[src/rtl/parking_request_issuer_if.sv]
// Bundle between the gate keypad/lot controller and parking_request_issuer.
// master: the issuer itself (consumes keys and lot_busy, drives requests and status).
// slave:  the environment that feeds keys and receives requests.
interface parking_request_issuer_if #(
    parameter int unsigned FIFO_DEPTH = 4
);
    logic                          key_valid;
    logic [3:0]                    key_code;
    logic                          lot_busy;
    logic [15:0]                   license_plate;
    logic                          in_mode;
    logic                          out_mode;
    logic [15:0]                   entry_buf;
    logic [2:0]                    entry_count;
    logic [$clog2(FIFO_DEPTH):0]   queue_count;
    logic                          queue_full;
    logic                          err_pulse;

    modport master (
        input  key_valid, key_code, lot_busy,
        output license_plate, in_mode, out_mode,
        output entry_buf, entry_count, queue_count, queue_full, err_pulse
    );

    modport slave (
        output key_valid, key_code, lot_busy,
        input  license_plate, in_mode, out_mode,
        input  entry_buf, entry_count, queue_count, queue_full, err_pulse
    );
endinterface

[src/rtl/parking_request_issuer.sv]
// Gate-side request issuer: assembles 4-digit BCD plates from keypad strobes, queues
// in/out requests and issues them as single-cycle pulses paced by lot_busy and a gap.
// Optional macro PARKING_REQ_DEDUP_EN: reject an enter whose {mode, plate} is already queued.
module parking_request_issuer #(
    parameter int unsigned FIFO_DEPTH = 4,
    parameter int unsigned GAP_CYCLES = 8
) (
    input logic                       clock,
    input logic                       reset_n,
    parking_request_issuer_if.master  bus
);
    localparam int unsigned AW = $clog2(FIFO_DEPTH);
    localparam int unsigned CW = AW + 1;
    localparam int unsigned GW = $clog2(GAP_CYCLES + 1);

    typedef enum logic [1:0] {StIdle, StIssue, StGap} state_e;

    logic [15:0]   entry_buf_q, entry_buf_d;
    logic [2:0]    entry_count_q, entry_count_d;
    logic          err_q, err_d;
    logic [16:0]   mem_q [FIFO_DEPTH];
    logic [AW-1:0] wr_ptr_q, rd_ptr_q;
    logic [CW-1:0] count_q, count_d;
    state_e        state_q, state_d;
    logic [GW-1:0] gap_q, gap_d;
    logic [15:0]   plate_q, plate_d;
    logic          in_q, in_d, out_q, out_d;

    logic        is_digit, is_clear, is_enter, enter_mode;
    logic        full, dup, enter_ok, push, pop;
    logic [16:0] head;

    assign is_digit   = (bus.key_code <= 4'd9);
    assign is_clear   = (bus.key_code == 4'hC);
    assign is_enter   = (bus.key_code == 4'hE) || (bus.key_code == 4'hF);
    assign enter_mode = (bus.key_code == 4'hE);
    assign full       = (count_q == CW'(FIFO_DEPTH));
    assign head       = mem_q[rd_ptr_q];

    // Duplicate search over occupied slots; the head stays occupied until ISSUE exits.
    always_comb begin
        dup = 1'b0;
`ifdef PARKING_REQ_DEDUP_EN
        for (int unsigned i = 0; i < FIFO_DEPTH; i++) begin
            if ((CW'(i) < count_q) &&
                (mem_q[AW'(rd_ptr_q + AW'(i))] == {enter_mode, entry_buf_q})) begin
                dup = 1'b1;
            end
        end
`endif
    end

    // Plate 0000 means "empty slot" on the lot side, so it is never enqueued.
    assign enter_ok = (entry_count_q == 3'd4) && (entry_buf_q != 16'h0000) && !full && !dup;
    assign push     = bus.key_valid && is_enter && enter_ok;
    assign pop      = (state_q == StIssue);
    assign count_d  = count_q + CW'(push) - CW'(pop);

    // Keypad entry next-state and error flag.
    always_comb begin
        entry_buf_d   = entry_buf_q;
        entry_count_d = entry_count_q;
        err_d         = 1'b0;
        if (bus.key_valid) begin
            if (is_digit) begin
                if (entry_count_q < 3'd4) begin
                    entry_buf_d   = {entry_buf_q[11:0], bus.key_code};
                    entry_count_d = entry_count_q + 3'd1;
                end else begin
                    err_d = 1'b1;
                end
            end else if (is_clear) begin
                entry_buf_d   = 16'h0000;
                entry_count_d = 3'd0;
            end else if (is_enter) begin
                if (enter_ok) begin
                    entry_buf_d   = 16'h0000;
                    entry_count_d = 3'd0;
                end else begin
                    err_d = 1'b1;
                end
            end else begin
                err_d = 1'b1;
            end
        end
    end

    // Entry registers and FIFO bookkeeping.
    always_ff @(posedge clock or negedge reset_n) begin
        if (!reset_n) begin
            entry_buf_q   <= 16'h0000;
            entry_count_q <= 3'd0;
            err_q         <= 1'b0;
            wr_ptr_q      <= '0;
            rd_ptr_q      <= '0;
            count_q       <= '0;
        end else begin
            entry_buf_q   <= entry_buf_d;
            entry_count_q <= entry_count_d;
            err_q         <= err_d;
            count_q       <= count_d;
            if (push) wr_ptr_q <= wr_ptr_q + AW'(1);
            if (pop)  rd_ptr_q <= rd_ptr_q + AW'(1);
        end
    end

    // FIFO storage; contents are don't-care outside the occupied range.
    always_ff @(posedge clock) begin
        if (push) mem_q[wr_ptr_q] <= {enter_mode, entry_buf_q};
    end

    // Issue FSM next-state and registered request outputs.
    always_comb begin
        state_d = state_q;
        gap_d   = gap_q;
        plate_d = plate_q;
        in_d    = in_q;
        out_d   = out_q;
        unique case (state_q)
            StIdle: begin
                if ((count_q != '0) && !bus.lot_busy) begin
                    state_d = StIssue;
                    plate_d = head[15:0];
                    in_d    = head[16];
                    out_d   = !head[16];
                end
            end
            StIssue: begin
                state_d = StGap;
                gap_d   = '0;
                plate_d = 16'h0000;
                in_d    = 1'b0;
                out_d   = 1'b0;
            end
            StGap: begin
                if (gap_q == GW'(GAP_CYCLES - 1)) state_d = StIdle;
                else                              gap_d   = gap_q + GW'(1);
            end
            default: state_d = StIdle;
        endcase
    end

    // Issue FSM state register.
    always_ff @(posedge clock or negedge reset_n) begin
        if (!reset_n) begin
            state_q <= StIdle;
            gap_q   <= '0;
            plate_q <= 16'h0000;
            in_q    <= 1'b0;
            out_q   <= 1'b0;
        end else begin
            state_q <= state_d;
            gap_q   <= gap_d;
            plate_q <= plate_d;
            in_q    <= in_d;
            out_q   <= out_d;
        end
    end

    assign bus.license_plate = plate_q;
    assign bus.in_mode       = in_q;
    assign bus.out_mode      = out_q;
    assign bus.entry_buf     = entry_buf_q;
    assign bus.entry_count   = entry_count_q;
    assign bus.queue_count   = count_q;
    assign bus.queue_full    = full;
    assign bus.err_pulse     = err_q;
endmodule

[src/flat_wrapper.sv]
// flat-port wrapper written by rule: the top's interface ports become plain ports
module parking_request_issuer_flat 
#(
    parameter int unsigned FIFO_DEPTH = 4,
    parameter int unsigned GAP_CYCLES = 8
)
  (clock, reset_n, bus_key_valid, bus_key_code, bus_lot_busy, bus_license_plate, bus_in_mode, bus_out_mode, bus_entry_buf, bus_entry_count, bus_queue_count, bus_queue_full, bus_err_pulse);
  parking_request_issuer_if #(.FIFO_DEPTH(FIFO_DEPTH)) bus_i ();
  input logic clock;
  input logic reset_n;
  input wire logic [$bits(bus_i.key_valid)-1:0] bus_key_valid;
  input wire logic [$bits(bus_i.key_code)-1:0] bus_key_code;
  input wire logic [$bits(bus_i.lot_busy)-1:0] bus_lot_busy;
  output wire logic [$bits(bus_i.license_plate)-1:0] bus_license_plate;
  output wire logic [$bits(bus_i.in_mode)-1:0] bus_in_mode;
  output wire logic [$bits(bus_i.out_mode)-1:0] bus_out_mode;
  output wire logic [$bits(bus_i.entry_buf)-1:0] bus_entry_buf;
  output wire logic [$bits(bus_i.entry_count)-1:0] bus_entry_count;
  output wire logic [$bits(bus_i.queue_count)-1:0] bus_queue_count;
  output wire logic [$bits(bus_i.queue_full)-1:0] bus_queue_full;
  output wire logic [$bits(bus_i.err_pulse)-1:0] bus_err_pulse;
  assign bus_i.key_valid = bus_key_valid;
  assign bus_i.key_code = bus_key_code;
  assign bus_i.lot_busy = bus_lot_busy;
  assign bus_license_plate = bus_i.license_plate;
  assign bus_in_mode = bus_i.in_mode;
  assign bus_out_mode = bus_i.out_mode;
  assign bus_entry_buf = bus_i.entry_buf;
  assign bus_entry_count = bus_i.entry_count;
  assign bus_queue_count = bus_i.queue_count;
  assign bus_queue_full = bus_i.queue_full;
  assign bus_err_pulse = bus_i.err_pulse;
  parking_request_issuer #(.FIFO_DEPTH(FIFO_DEPTH), .GAP_CYCLES(GAP_CYCLES)) u_core (.clock(clock), .reset_n(reset_n), .bus(bus_i));
endmodule
[config.mk]
export PLATFORM = sky130hd
export DESIGN_NAME = parking_request_issuer_flat
export DESIGN_NICKNAME = d
export VERILOG_FILES = /design/src/rtl/parking_request_issuer_if.sv /design/src/rtl/parking_request_issuer.sv /design/src/flat_wrapper.sv
export SDC_FILE = /design/constraint.sdc
export NUM_CORES = 1
export LEC_CHECK = 0
export BUFFER_PORTS_ARGS = -buffer_cell sky130_fd_sc_hd__buf_2
export CAP_MARGIN = 5
export CORE_MARGIN = 1
export CORE_UTILIZATION = 52
export DETAILED_ROUTE_END_ITERATION = 8
export PLACE_DENSITY = 0.8
export RECOVER_POWER = 50
export SLEW_MARGIN = 40
export SYNTH_ARGS = -nofsm -noshare
export SYNTH_HDL_FRONTEND = slang
export SYNTH_SLANG_ARGS = --single-unit
[constraint.sdc]
create_clock -name clock -period 2.3 [get_ports clock]
set_clock_uncertainty 0.15 [all_clocks]
set_input_delay 0.69 -clock clock [delete_from_list [all_inputs] [get_ports clock]]
set_output_delay 0.69 -clock clock [all_outputs]
set_load 0.03 [all_outputs]
---- Word-level counts from Yosys, hierarchy flattened ----
Memories as Yosys holds them, arrays and structs flattened.
Cells that the tools add are included.
cells by class
  order comparisons ....................... 2
  reduce and logical (&&, ||, !) cells .... 20
  multiplexer cells ....................... 29
  $add $sub $neg .......................... 6
  equality and inequality tests ........... 12
operators with widths
  kind                   count
  $mux W16               6
  $pmux W16 S2           1
  $reduce_bool A16 Y1    1
  $mux W3                5
  $eq A4 B4 Y1 const B   3
  $mux W1                10
  $reduce_bool A3 Y1     3
  $pmux W4 S2            1
  $eq A3 B3 Y1 const B   2
  $pmux W2 S3            1
  $reduce_and A2 Y1      3
  $logic_and A1 B1 Y1    5
  $add A2 B1 Y2 const B  2
  $add A4 B1 Y4 const B  1
  $eq A4 B3 Y1 const B   1
  $le A4 B4 Y1 const B   1
  $mux W2                2
  $mux W4                1
  $ne A2 B1 Y1 const B   2
  $ne A2 B2 Y1 const B   2
  $pmux W1 S2            2
  $reduce_and A4 Y1      1
  $reduce_bool A2 Y1     2
  $add A3 B1 Y3          1
  other kinds (8)        10
word-level totals
  bits of input ports ..................... 8
  output and inout port bits .............. 42
  memories ................................ 1
  flip-flop bits (word level) ............. 51
  bits in writable memories ............... 68
  logic and storage cells ................. 81
memories
  name          words  bits a word  read ports  clocked after Yosys merged registers in  wr ports  line                          text
  u_core.mem_q  4      17           1           0                                        1         parking_request_issuer.sv:21  logic [16:0] mem_q [FIFO_DEPTH];

---- Logic depth before layout (Yosys ltp) ----
  depth in word-level cells ............... 8
  gate-level depth with buffers ........... 9
  mapped depth without buffers ............ 9

---- Worst setup path before layout ----
OpenSTA, ideal clock, no wires.
  path type ............................... reg-to-reg
  start ................................... register u_core.count_q[2], in the netlist u_core.bus.queue_count[2]
  end ..................................... register u_core.count_q[2], in the netlist u_core.bus.queue_count[2]
  arrival ................................. 2.594 ns
  required time ........................... 2.027 ns
  clock period less this slack ............ 2.867 ns
  stages on the path, launching flop included .. 8
  setup slack ............................. -0.567 ns
  buffers on the path ..................... 0
  setup time .............................. 0.123 ns
  cells stage by stage .................... dfrtp_1 nor3b_1 or3_4 nor3b_4 ha_1 fa_1 xnor2_1 xnor2_1
on the way
  word-level cells in the longest chain between the ends .. 6
RTL lines
  what                         line                           text
  start, declared              parking_request_issuer.sv:23   logic [CW-1:0] count_q, count_d;
  start signal, assigned       parking_request_issuer.sv:101  count_q <= count_d;
  $eq A3 B3 Y1                 parking_request_issuer.sv:37   assign full = (count_q == CW'(FIFO_DEPTH));
  named net bus_queue_full     flat_wrapper.sv:20             output wire logic [$bits(bus_i.queue_full)-1:0] bus_queue_full;
  $logic_not A1 Y1             parking_request_issuer.sv:54   assign enter_ok = (entry_count_q == 3'd4) && (entry_buf_q != 16'h0000) && !full && !dup;
  $logic_and A1 B1 Y1          parking_request_issuer.sv:54
  $logic_and A1 B1 Y1          parking_request_issuer.sv:55   assign push = bus.key_valid && is_enter && enter_ok;
  named net u_core.push        parking_request_issuer.sv:30   logic full, dup, enter_ok, push, pop;
  $add A3 B1 Y3                parking_request_issuer.sv:57   assign count_d = count_q + CW'(push) - CW'(pop);
  $sub A3 B1 Y3                parking_request_issuer.sv:57
  named net u_core.count_d[2]  parking_request_issuer.sv:23
The timed path passes the listed nets, and every way through them passes these cells.
A chain may end at the register's enable or synchronous reset.

---- Final worst setup path ----
  start ................................... register u_core.count_q[0], in the netlist u_core.bus.queue_count[0]
  end ..................................... output bus_queue_full
on the way
  word-level cells in the longest chain between the ends .. 1
RTL lines
  what           line
  $eq A3 B3 Y1   parking_request_issuer.sv:37
  end, declared  flat_wrapper.sv:20
No other way between the ends.

==> flow_summary_export.csv <==
group,metric,value,unit
global_routing,track_usage,22.3,%
global_routing,antenna_found_initial,0,
pwr,power_leakage,2.58,nW
timing,fin_setup_tns,0,ns
cts,clkTransAtPathRegs,0.05,ns
finish,areaGrowthSynthToFinish,27.1,%
global_routing,gr-total-overflow,0,
drt,vias,3037,
finish,diodes,0,
pwr,p_clk_share,30.0,%
cts,h-tree-depth,4,
cts,cts_max_path_buffers,2,
worst_setup_path,crit_path_start_kind,"flip-flop",
worst_setup_path,crit_arrival,1.41,ns
pwr,ir_worst_vdd,0.000897,V
finish,layout-drive-gt1-share,34.4,%
cts,cts.sinks,119,
placed_design,dpl.hpwl,6170,um
synth,syn-mean-instance-area,14.5,sq um
placed_design,place.gp.congestion,0.765,
synth,synth_area_leader_cell,"edfxtp_1",
drt,drc,0,
pwr,p_sw,3.10,mW
timing,setup_viol,0,
timing,min_period,2.25,ns
finish,fillerInstances,568,
finish,nets,447,
placed_design,dp.cells,514,
cts,cts_root_buf,"clkbuf_8",
cts,worst_skew_pair.late_latency,0.51,ns
drt,ant_nets,0,
drt,drt_first_pass_iters,5,
finish,regArea,3320,sq um
placed_design,portBuffers,49,
die,die_h,98.7,um
synth,async_flop_share,42.9,%
run,cap_violations,0,
cts,cts_buffers,17,
global_routing,grt_pass1_wl,15700,um
die,coreArea,8890,sq um
pwr,internal_power,5.80,mW
hold_path,min_path_type,"reg -> reg",
die,io_pins,50,
synth,syn-cell-area,4870,sq um
drt,totalWireLength,9640,um
worst_setup_path,critPathMaxFanout,4,
synth,synth.top_cell.area_share,42.0,%
timing,max_freq,445,MHz
global_routing,grt_max_degree,52,
synth,yosysWarnings,0,
synth,synth_edf_count,68,
worst_setup_path,end_kind,"primary output",
timing,drv_slew,0,
synth,synth_nets,354,
pwr,p_sw_share,34.8,%
timing,relSlewSlack,15.2,%
synth,synthTopCellsByArea,"edfxtp_1, dfrtp_1, mux4_2, o21ai_0, nand2_1",
finish,finalNonFillerCells,550,
finish,multiInputGateArea,1430,sq um
die,chipWidth,98.7,um
drt,drt_iter0_drc,191,
worst_setup_path,worstSetupPathType,"reg -> out",
cts,cts_tree,"yes",
synth,synthCells,336,
synth,ys_seq_elements,119,
synth,synth.distinct_cells,42,
die,initial_core_util,54.7,%
timing,tightest_slew,1.27,ns
synth,synth_seq_area_share,68.2,%
global_routing,grt_pass1_vias,3109,
pwr,p_total,8.90,mW
timing,fin_crit_sh,97.6,%
die,num_rows,34,
synth,synthFlopType,"edfxtp_1",
cts,ctsHoldBuffers,0,
drt,wire_per_inst,17.5,um
pwr,p_per_area,1440,nW/um^2
pwr,power_frac_seq,35.6,%
pwr,combPwrFrac,34.4,%
die,die_area,9750,sq um
timing,hold_viol_final,0,
worst_setup_path,cp.required,1.46,ns
run_status,outcome,"completed",
timing,rsz0062_at_grt,"true",
drt,via_per_inst,5.52,
## critical path, cell delays in order (launching register included)
cell	delay [ns]
dfrtp_2	0.43
nor3b_4	0.26
buf_4	0.20
## timing repair
item	in CTS	in global routing
pin swaps	1	3
setup endpoints to repair	2	13
gates resized for setup	3	2
buffers inserted	0	4
## metal layers
metal / GRT usage (%) / share of wire (%)
met1: 28.5 / 43
met2: 35.0 / 50
met3: 7.38 / 6.0
met4: 9.64 / 1.7
met5: 0 / 0
## registers in the layout (all words and copies together) (netlist names)
name and flops:
u_core.mem_q 68, u_core.bus.entry_buf 16, u_core.bus.license_plate 16, u_core.gap_q 4
u_core.bus.entry_count 3, u_core.bus.queue_count 3, u_core.rd_ptr_q 2, u_core.state_q 2
u_core.wr_ptr_q 2, u_core.bus.err_pulse 1, u_core.bus.in_mode 1, u_core.bus.out_mode 1
## through the flow
stage / util (%) / cell area (sq um) / hold slack, ns / worst slack (ns)
floorplan: - / 4880 / 0.244 / -0.0421
global placement: 62.5 / 5560 / 0.313 / -0.120
detailed placement: 62.5 / 5560 / 0.316 / -0.191
CTS: 69.4 / 6170 / 0.0163 / 0.0100
global route: 69.6 / 6190 / 0.342 / -0.0283
finish: 69.6 / 6190 / 0.325 / 0.0542
## path summary, 6_finish.rpt
| kind | startpoint | endpoint | slack (ns) | depth (start not counted) |
|---|---|---|---|---|
| max in group asynchronous | reset_n | u_core.bus.queue_count[2]$_DFF_PN0_ | 0.76 | 2 |
| setup / recovery | u_core.bus.queue_count[0]$_DFF_PN0_ | bus_queue_full | 0.05 | 2 |
| setup reg to reg | u_core.bus.entry_count[1]$_DFFE_PN0P_ | u_core.mem_q[2][6]$_DFFE_PP_ | 0.09 | 8 |
| min in group asynchronous | reset_n | u_core.bus.entry_buf[15]$_DFFE_PN0P_ | 0.37 | 2 |
| hold / removal | u_core.rd_ptr_q[1]$_DFFE_PN0P_ | u_core.rd_ptr_q[1]$_DFFE_PN0P_ | 0.32 | 1 |
| hold reg to reg | u_core.rd_ptr_q[1]$_DFFE_PN0P_ | u_core.rd_ptr_q[1]$_DFFE_PN0P_ | 0.32 | 1 |
## cell usage after synthesis, drive strengths merged (2+ instances only)
| library cell | instances |
|---|---|
| o21ai | 38 |
| nor3 | 2 |
| nor4 | 5 |
| mux4 | 17 |
| a21boi | 2 |
| edfxtp | 68 |
| and2 | 4 |
| o211ai | 2 |
| buf | 3 |
| a21oi | 4 |
| a21o | 2 |
| ha | 9 |
| nor3b | 2 |
| clkbuf | 12 |
| inv | 27 |
| and4bb | 2 |
| nor2 | 4 |
| a22oi | 14 |
| nand3 | 5 |
| and3 | 2 |
| nand2 | 43 |
| dfrtp | 51 |
| xnor2 | 5 |
## logic make-up (layout without fill, tap and decap cells)
| logic type | count (synthesis) | after routing | synth area share [%] |
|---|---|---|---|
| buffers and inverters | 42 | 148 | 3.34 |
| flip-flops | 119 | 119 | 68.2 |
| multiplexers | 19 | 19 | 8.38 |
| adder cells (fa/ha/maj) | 10 | 10 | 2.72 |
| AND/OR/NAND/NOR | 74 | 74 | 7.97 |
| AO/OA/AOI/OAI | 67 | 67 | 8.51 |
| XOR/XNOR | 5 | 5 | 0.900 |
## layout make-up
class                      count  area share, %
clock buffer                  22           7.32
clock inverter                10           2.45
inverter                      27           1.64
multi-input combinational    175           23.1
sequential                   119           53.7
tap                          108           2.18
timing repair buffer          89           9.66
## cells in the final DEF, fill, tap and decap left out, types with 14 or more instances in the layout
master	n
mux4_2	17
a22oi_1	14
clkbuf_16	16
dfrtp_1	49
buf_4	32
edfxtp_1	68
buf_2	48
inv_1	27
nand2_1	43
o21ai_0	36
## power groups by stage
stage / registers [mW] / clock network, mW / logic (mW)
5_1_grt: 3.22 / 2.81 / 3.36
2_1_floorplan: 3.95 / 0 / 1.20
3_3_place_gp: 3.16 / 0 / 2.92
6_report: 3.17 / 2.67 / 3.07
4_1_cts: 3.18 / 2.70 / 3.07
3_5_place_dp: 3.19 / 0 / 3.03
Note: power is estimated with default switching activity, not from simulation.
